<file path="config.mk">
export PLATFORM = sky130hd
export DESIGN_NAME = track_segment_arbiter
export DESIGN_NICKNAME = d
export VERILOG_FILES = /design/src/rtl/track_segment_arbiter.sv
export SDC_FILE = /design/constraint.sdc
export NUM_CORES = 1
export LEC_CHECK = 0
export ABC_AREA = 1
export CELL_PAD_IN_SITES_DETAIL_PLACEMENT = 1
export CELL_PAD_IN_SITES_GLOBAL_PLACEMENT = 2
export CORE_MARGIN = 4
export CORE_UTILIZATION = 33
export CTS_BUF_LIST = sky130_fd_sc_hd__clkbuf_4
export DETAILED_ROUTE_END_ITERATION = 7
export GPL_ROUTABILITY_DRIVEN = 0
export PLACE_DENSITY_LB_ADDON = 0.1
export SLEW_MARGIN = 10
export SYNTH_ARGS = -nofsm -noshare
export SYNTH_HDL_FRONTEND = slang
export SYNTH_SLANG_ARGS = --single-unit
</file>
<file path="constraint.sdc">
create_clock -name clk -period 2.4 [get_ports clk]
set_input_delay 0.72 -clock clk [delete_from_list [all_inputs] [get_ports clk]]
set_output_delay 0.72 -clock clk [all_outputs]
set_load 0.005 [all_outputs]
</file>
<file path="src/rtl/track_segment_arbiter.sv">
// Track segment arbiter: grants one shared segment to side A or B with
// round-robin tie-breaking, follows occupancy from enter/leave pulses, and
// enforces a grant timeout, a post-exit guard interval and a latched fault.
module track_segment_arbiter #(
    parameter int GRANT_TIMEOUT = 1000,
    parameter int CLEAR_CYCLES  = 200,
    parameter int CNT_W         = 16
) (
    input  logic       clk,
    input  logic       rst,
    input  logic       req_a,
    input  logic       req_b,
    input  logic       enter,
    input  logic       leave,
    input  logic       clear_fault,
    output logic       green_a,
    output logic       green_b,
    output logic       occupied,
    output logic       timeout,
    output logic       fault,
    output logic       prio,
    output logic [2:0] state
);

    typedef enum logic [2:0] {
        IDLE    = 3'd0,
        GRANT_A = 3'd1,
        GRANT_B = 3'd2,
        OCC_A   = 3'd3,
        OCC_B   = 3'd4,
        CLEAR   = 3'd5,
        FAULT   = 3'd6
    } state_t;

    localparam logic [CNT_W-1:0] GRANT_LAST = CNT_W'(GRANT_TIMEOUT - 1);
    localparam logic [CNT_W-1:0] CLEAR_LAST = CNT_W'(CLEAR_CYCLES - 1);
    localparam logic [CNT_W-1:0] CNT_ONE    = CNT_W'(1);

    state_t           cur_state;
    state_t           next_state;
    logic [CNT_W-1:0] cnt;
    logic [CNT_W-1:0] cnt_limit;
    logic             next_timeout;

    // State register; an async reset returns everything to IDLE at once.
    always_ff @(posedge clk or posedge rst) begin
        if (rst) begin
            cur_state <= IDLE;
        end else begin
            cur_state <= next_state;
        end
    end

    // Window counter: restarts on any state change, saturates at the limit.
    always_ff @(posedge clk or posedge rst) begin
        if (rst) begin
            cnt <= '0;
        end else if (next_state != cur_state) begin
            cnt <= '0;
        end else if (cnt != cnt_limit) begin
            cnt <= cnt + CNT_ONE;
        end
    end

    // Round-robin pointer flips on each grant; timeout is a registered pulse.
    always_ff @(posedge clk or posedge rst) begin
        if (rst) begin
            prio    <= 1'b0;
            timeout <= 1'b0;
        end else begin
            timeout <= next_timeout;
            if (next_state != cur_state) begin
                if (next_state == GRANT_A) begin
                    prio <= 1'b1;
                end else if (next_state == GRANT_B) begin
                    prio <= 1'b0;
                end
            end
        end
    end

    // Terminal count for the counter in the timed states.
    always_comb begin
        cnt_limit = '0;
        case (cur_state)
            GRANT_A, GRANT_B: cnt_limit = GRANT_LAST;
            CLEAR:            cnt_limit = CLEAR_LAST;
            default:          cnt_limit = '0;
        endcase
    end

    // Next-state logic: sensor inconsistencies win over requests and timers.
    always_comb begin
        next_state   = cur_state;
        next_timeout = 1'b0;
        case (cur_state)
            IDLE: begin
                if (enter || leave) begin
                    next_state = FAULT;
                end else if (req_a && req_b) begin
                    next_state = prio ? GRANT_B : GRANT_A;
                end else if (req_a) begin
                    next_state = GRANT_A;
                end else if (req_b) begin
                    next_state = GRANT_B;
                end
            end
            GRANT_A, GRANT_B: begin
                if (leave) begin
                    next_state = FAULT;
                end else if (enter) begin
                    next_state = (cur_state == GRANT_A) ? OCC_A : OCC_B;
                end else if (cnt == GRANT_LAST) begin
                    next_state   = CLEAR;
                    next_timeout = 1'b1;
                end
            end
            OCC_A, OCC_B: begin
                if (enter) begin
                    next_state = FAULT;
                end else if (leave) begin
                    next_state = CLEAR;
                end
            end
            CLEAR: begin
                if (enter || leave) begin
                    next_state = FAULT;
                end else if (cnt == CLEAR_LAST) begin
                    next_state = IDLE;
                end
            end
            FAULT: begin
                if (clear_fault) begin
                    next_state = CLEAR;
                end
            end
            default: begin
                next_state = IDLE;
            end
        endcase
    end

    // Signal outputs decode straight from the state register.
    always_comb begin
        green_a  = (cur_state == GRANT_A);
        green_b  = (cur_state == GRANT_B);
        occupied = (cur_state == OCC_A) || (cur_state == OCC_B);
        fault    = (cur_state == FAULT);
        state    = cur_state;
    end

endmodule

</file>
==> results of run 1 <==
## worst min-delay path by stage
stage,start,endpoint,slack [ps],depth (start not counted)
2_1_floorplan,prio$_DFFE_PP0P_,prio$_DFFE_PP0P_,480,2
3_3_place_gp,prio$_DFFE_PP0P_,prio$_DFFE_PP0P_,480,2
3_5_place_dp,prio$_DFFE_PP0P_,prio$_DFFE_PP0P_,520,2
4_1_cts,prio$_DFFE_PP0P_,prio$_DFFE_PP0P_,550,2
5_1_grt,prio$_DFFE_PP0P_,prio$_DFFE_PP0P_,600,2
6_report,prio$_DFFE_PP0P_,prio$_DFFE_PP0P_,550,2
## layer usage
layer  routed length, um  up-vias
met2                2130       20
li1                    -      760
met3                 127        6
met5                   0        -
met1                2040      718
met4                  54        0
## logic make-up after synthesis
kind of cell	share of synthesized area
xor gates and xnor gates	0.0514
AOI/OAI and AO/OA	0.0776
buffers and inverters	0.0963
adders and majority gates	0.00816
and+or+nand+nor	0.424
DFF	0.343
## cells in the final DEF (no fill, tap or decap), types with 6 or more instances in the layout
cell type / count
buf_4: 20
dfrtp_1: 18
nand2_1: 52
nor2_1: 30
clkdlybuf4s50_1: 14
xor2_1: 6
nor3_1: 7
nor2_2: 12
nand3_1: 13
inv_1: 24
nand2_2: 6
## what timing repair did
action,in CTS,in global routing
resized for setup,4,6
setup buffers,3,6
endpoints found under the setup margin,3,5
pin swaps,0,0
hold buffers,0,0
## power by group through the flow
stage | sequential [mW] | combinational (mW) | clock, mW
2_1_floorplan | 0.428 | 0.713 | 0
3_3_place_gp | 0.462 | 1.08 | 0
3_5_place_dp | 0.465 | 1.09 | 0
4_1_cts | 0.457 | 1.14 | 0.202
5_1_grt | 0.467 | 1.32 | 0.217
6_report | 0.456 | 1.20 | 0.191
## layout make-up
type | count | area share
Multi-Input combinational cell | 162 | 0.451
Sequential cell | 21 | 0.271
Timing Repair Buffer | 37 | 0.167
Inverter | 30 | 0.0615
Tap cell | 52 | 0.0333
Clock buffer | 4 | 0.0154
## flip-flops by register name, indices dropped and copies added, names as in the netlist
register and cells:
timeout 1, state 3, cnt 16, prio 1
## critical path: cells and delay by family (launching register included)
kind | cells | cell delay, ps
compound gates | 1 | 160
buf+inv | 2 | 690
flops | 1 | 490
==> flow_metrics.py, run 1 <==
metrics = {
    "status": {
        "outcome": "finished, final reports clean",
    },
    "clocking": {
        "clk_pin_slew_ps": 120,
        "root_buffer": "clkbuf_4",
        "htreeDepth": 1,
        "cts_buffers": 3,
        "cts_tree": "yes",
        "cts_buffer_depth": 2,
        "clk-insertion-delay-late_ps": 310,
        "clock_sinks": 21,
    },
    "layout": {
        "final_area_um2": 1950,
        "drive_gt1_frac": 0.264,
        "antenna_cells": 0,
        "multi_input_area_um2": 881,
        "final_core_util": 0.442,
        "instances_no_fill": 306,
        "syn2layout_area_growth_pct": 27.3,
        "fillers": 576,
        "seq_area_um2": 529,
        "final_nets": 263,
    },
    "timing": {
        "period_share": 0.983,
        "timing.hold.ws_ps": 547,
        "skew_ps": 8.09,
        "finalSetupViolCount": 0,
        "post-route-min-period_ps": 2360,
        "hold_violations": 0,
        "finalWorstSetupSlack_ps": 41.0,
        "tns_ps": 0,
        "rsz0062_at_grt": "true",
        "max_freq_ghz": 0.424,
        "worst_pin_slew_ps": 337,
        "relSlewSlack": 0.775,
        "slew_viol_final": 0,
    },
    "synthesis": {
        "netlist.area_leader.share": 0.343,
        "ys_ff_latch": 21,
        "syn_area_um2": 1530,
        "synth_edf_count": 0,
        "yosys_warnings": 0,
        "synth_cell_types": 31,
        "synth-main-ff-cell": "dfrtp_1",
        "yosys.area.top_type": "dfrtp_1",
        "synth_common_cells": "52 x nand2_1, 31 x nor2_1, 24 x inv_1",
        "async_flop_share": 1.00,
        "synth_area_leaders": "dfrtp_1 34%, nand2_1 13%, nor2_1 7.6%",
        "postSynthAreaPerCell_um2": 7.10,
        "synth_cells": 216,
        "seq_area_frac_synth": 0.343,
        "yosysMostFrequentCell": "nand2_1",
        "syn-num-nets": 224,
    },
    "grt": {
        "grt_use_met2": 0.252,
        "use_met3": 0.0260,
        "grt_util_all_layers": 0.152,
        "grt_pass1_vias": 1577,
        "busiest_layer": "met2",
        "grt_use_met1": 0.207,
        "grt_pass1_wl_um": 7490,
        "antenna_found_initial": 0,
        "grt_start_max_net_pins": 22,
        "grt-ovfl-total": 0,
    },
    "drt": {
        "drt_iter0_markers": 43,
        "avgViaCountPerCell": 4.92,
        "drt_pass1_iterations": 4,
        "post_drt_wl_per_cell_um": 14.2,
        "wl_um": 4350,
        "drc": 0,
        "vias": 1504,
        "antenna_left": 0,
    },
    "power_and_ir_drop": {
        "p_int_mw": 1.01,
        "power_density_nw_per_um2": 949,
        "switching_share": 0.452,
        "totalPowerFinal_mw": 1.85,
        "leakage_nw": 0.909,
        "p_seq_frac": 0.246,
        "clkPwrFrac": 0.103,
        "p_sw_mw": 0.837,
        "pwr-share-comb": 0.650,
        "vdd_drop_max_mv": 0.381,
    },
    "worst_setup_path": {
        "slowest_stage": "clkdlybuf4s50_1",
        "crit_end": "occupied",
        "worstRegToRegCells": 9,
        "reg2reg_from": "cnt[1]$_DFFE_PP0P_",
        "worstReg2RegEnd": "cnt[14]$_DFFE_PP0P_",
        "crit_path_max_incr_delay_ps": 530,
        "r2r_setup_slack_ps": 280,
        "cp.required_ps": 1680,
        "crit_arrival_ps": 1640,
        "cp-start-kind": "flip-flop",
        "crit_fanout": 6,
        "path_cells": "buf_4 -> o21ai_2 -> clkdlybuf4s50_1",
        "crit_type": "reg2out",
        "cp-end-kind": "output port",
        "crit_start": "state[2]$_DFF_PP0_",
    },
    "place": {
        "io_buffers": 15,
        "dpl_cell_area_um2": 1830,
        "dpl_worst_slack_ps": -213,
        "placedCellCount": 293,
        "hpwlAfterDp_um": 3410,
    },
    "run": {
        "cap_violations": 0,
    },
    "floorplanning": {
        "coreArea_um2": 4410,
        "initial_utilization": 0.347,
        "die_width_um": 76.2,
        "fp-row-count": 24,
        "dieArea_um2": 5800,
        "ios": 16,
        "chipHeight_um": 76.2,
    },
    "min_path": {
        "hold_class": "reg2reg",
    },
}
Note: power is estimated with default switching activity, not from simulation.
==> inputs of run 2 (changes only) <==
CAP_MARGIN = 10   (was default)
CTS_CLUSTER_SIZE = 14   (was default)
==> results of run 2 <==
The final DEF is identical to that of run 1; final timing and power are the same.
==> inputs of run 3 (changes only) <==
SETUP_SLACK_MARGIN = 0.05   (was default)
==> flow_metrics.py, run 3 (same netlist as run 1, synthesis figures left out) <==
metrics = {
    "timing": {
        "skew_ps": 3.50,
        "post-route-min-period_ps": 2360,
        "slew_viol_final": 0,
        "relSlewSlack": 0.779,
        "rsz0062_at_grt": "true",
        "worst_pin_slew_ps": 332,
        "tns_ps": 0,
        "finalWorstSetupSlack_ps": 40.3,
        "timing.hold.ws_ps": 547,
        "period_share": 0.983,
        "hold_violations": 0,
        "max_freq_ghz": 0.424,
        "finalSetupViolCount": 0,
    },
    "drt": {
        "drt_iter0_markers": 64,
        "drc": 0,
        "vias": 1513,
        "avgViaCountPerCell": 4.94,
        "post_drt_wl_per_cell_um": 14.2,
        "drt_pass1_iterations": 2,
        "antenna_left": 0,
        "wl_um": 4350,
    },
    "floorplanning": {
        "ios": 16,
        "coreArea_um2": 4410,
        "dieArea_um2": 5800,
        "initial_utilization": 0.347,
        "fp-row-count": 24,
        "chipHeight_um": 76.2,
        "die_width_um": 76.2,
    },
    "layout": {
        "mostFrequentLayoutCells": "52 x nand2_1, 30 x nor2_1, 24 x inv_1",
        "top_register": "cnt",
        "syn2layout_area_growth_pct": 27.3,
        "drive_gt1_frac": 0.264,
        "final_core_util": 0.442,
        "largest_reg_flops": 16,
        "instances_no_fill": 306,
        "layout_commonest_cell": "nand2_1",
        "antenna_cells": 0,
        "final_nets": 263,
    },
    "status": {
        "outcome": "finished, final reports clean",
    },
    "clocking": {
        "cts_buffer_depth": 2,
        "clk-insertion-delay-late_ps": 310,
        "cts_buffers": 3,
        "cts_tree": "yes",
        "clock_sinks": 21,
        "clk_pin_slew_ps": 120,
        "root_buffer": "clkbuf_4",
        "htreeDepth": 1,
    },
    "place": {
        "io_buffers": 15,
        "dpl_worst_slack_ps": -213,
        "hpwlAfterDp_um": 3410,
        "placedCellCount": 293,
    },
    "grt": {
        "grt_util_all_layers": 0.152,
        "grt_pass1_vias": 1588,
        "grt_pass1_wl_um": 7510,
        "antenna_found_initial": 0,
        "grt-ovfl-total": 0,
        "grt_start_max_net_pins": 22,
    },
    "worst_setup_path": {
        "slowest_stage": "clkdlybuf4s50_1",
        "crit_type": "reg2out",
        "crit_path_max_incr_delay_ps": 530,
        "crit_buf_inv": 2,
        "cp-end-kind": "output port",
        "crit_family": "buffers and inverters",
        "crit_arrival_ps": 1640,
        "cp.required_ps": 1680,
        "crit_fanout": 6,
        "path_cells": "buf_4 -> o21ai_2 -> clkdlybuf4s50_1",
        "cp-start-kind": "flip-flop",
    },
    "power_and_ir_drop": {
        "leakage_nw": 0.909,
        "power_density_nw_per_um2": 950,
        "vdd_drop_max_mv": 0.381,
    },
    "run": {
        "cap_violations": 0,
    },
    "min_path": {
        "hold_class": "reg2reg",
    },
}
==> run 3: cell counts in the layout (fill, tap and decap cells not counted) <==
No cell type changed its count.
==> run 3: metal layers <==
layer  up-vias  GRT usage  part of all wire
met1       731      0.207              0.47
met2        16      0.253              0.49
met4         0     0.0350             0.011
met5         -          0                 0
li1        760          -                 -
met3         6     0.0260             0.025
==> run 3: worst register-to-register path, stage by stage (launching register included) <==
cell	delay [ps]
dfrtp_1	420
ha_1	260
nand3_1	160
nor3_1	290
nand2_1	160
nor2_1	200
nand2_1	130
nor2_1	150
a21oi_1	90
nor3_1	180
==> run 3: area by class of cell <==
cell class,instances,area (um2)
well taps,52,65.1
clock buffers,4,30.0
repair buffers,37,327
flip-flops and latches,21,529
fillers,576,2460
inverters,30,120
multi-input cells,162,881
==> run 3: where the power goes <==
group | internal, mW | switching, mW | leakage [nW]
logic | 0.546 | 0.661 | 0.608
clock network | 0.0762 | 0.112 | 0.0184
registers | 0.393 | 0.0644 | 0.283
total | 1.02 | 0.838 | 0.909
==> run 3: metrics by stage <==
| step | cell area (um2) | power [mW] |
|---|---|---|
| after global routing | 1950 | 2.01 |
| after detailed placement | 1830 | 1.56 |
| after global placement | 1830 | 1.54 |
| final | 1950 | 1.85 |
| after floorplan | 1530 | 1.14 |
| after CTS | 1900 | 1.81 |
==> run 3: path summary, 6_finish.rpt <==
kind / from / end / slack, ps / cells after the start
max: state[2]$_DFF_PP0_ / occupied / 40 / 3
min: prio$_DFFE_PP0P_ / prio$_DFFE_PP0P_ / 550 / 2
max reg2reg: cnt[1]$_DFFE_PP0P_ / cnt[14]$_DFFE_PP0P_ / 280 / 9
min reg2reg: prio$_DFFE_PP0P_ / prio$_DFFE_PP0P_ / 550 / 2
max in group asynchronous: rst / state[1]$_DFF_PP0_ / 1410 / 3
min in group asynchronous: rst / cnt[7]$_DFFE_PP0P_ / 740 / 3
==> run 3: what timing repair did <==
item | 4_1_cts | 5_1_grt
endpoints found under the setup margin | 4 | 6
buffers inserted | 4 | 5
hold buffers | 0 | 0
gates resized for setup | 5 | 5
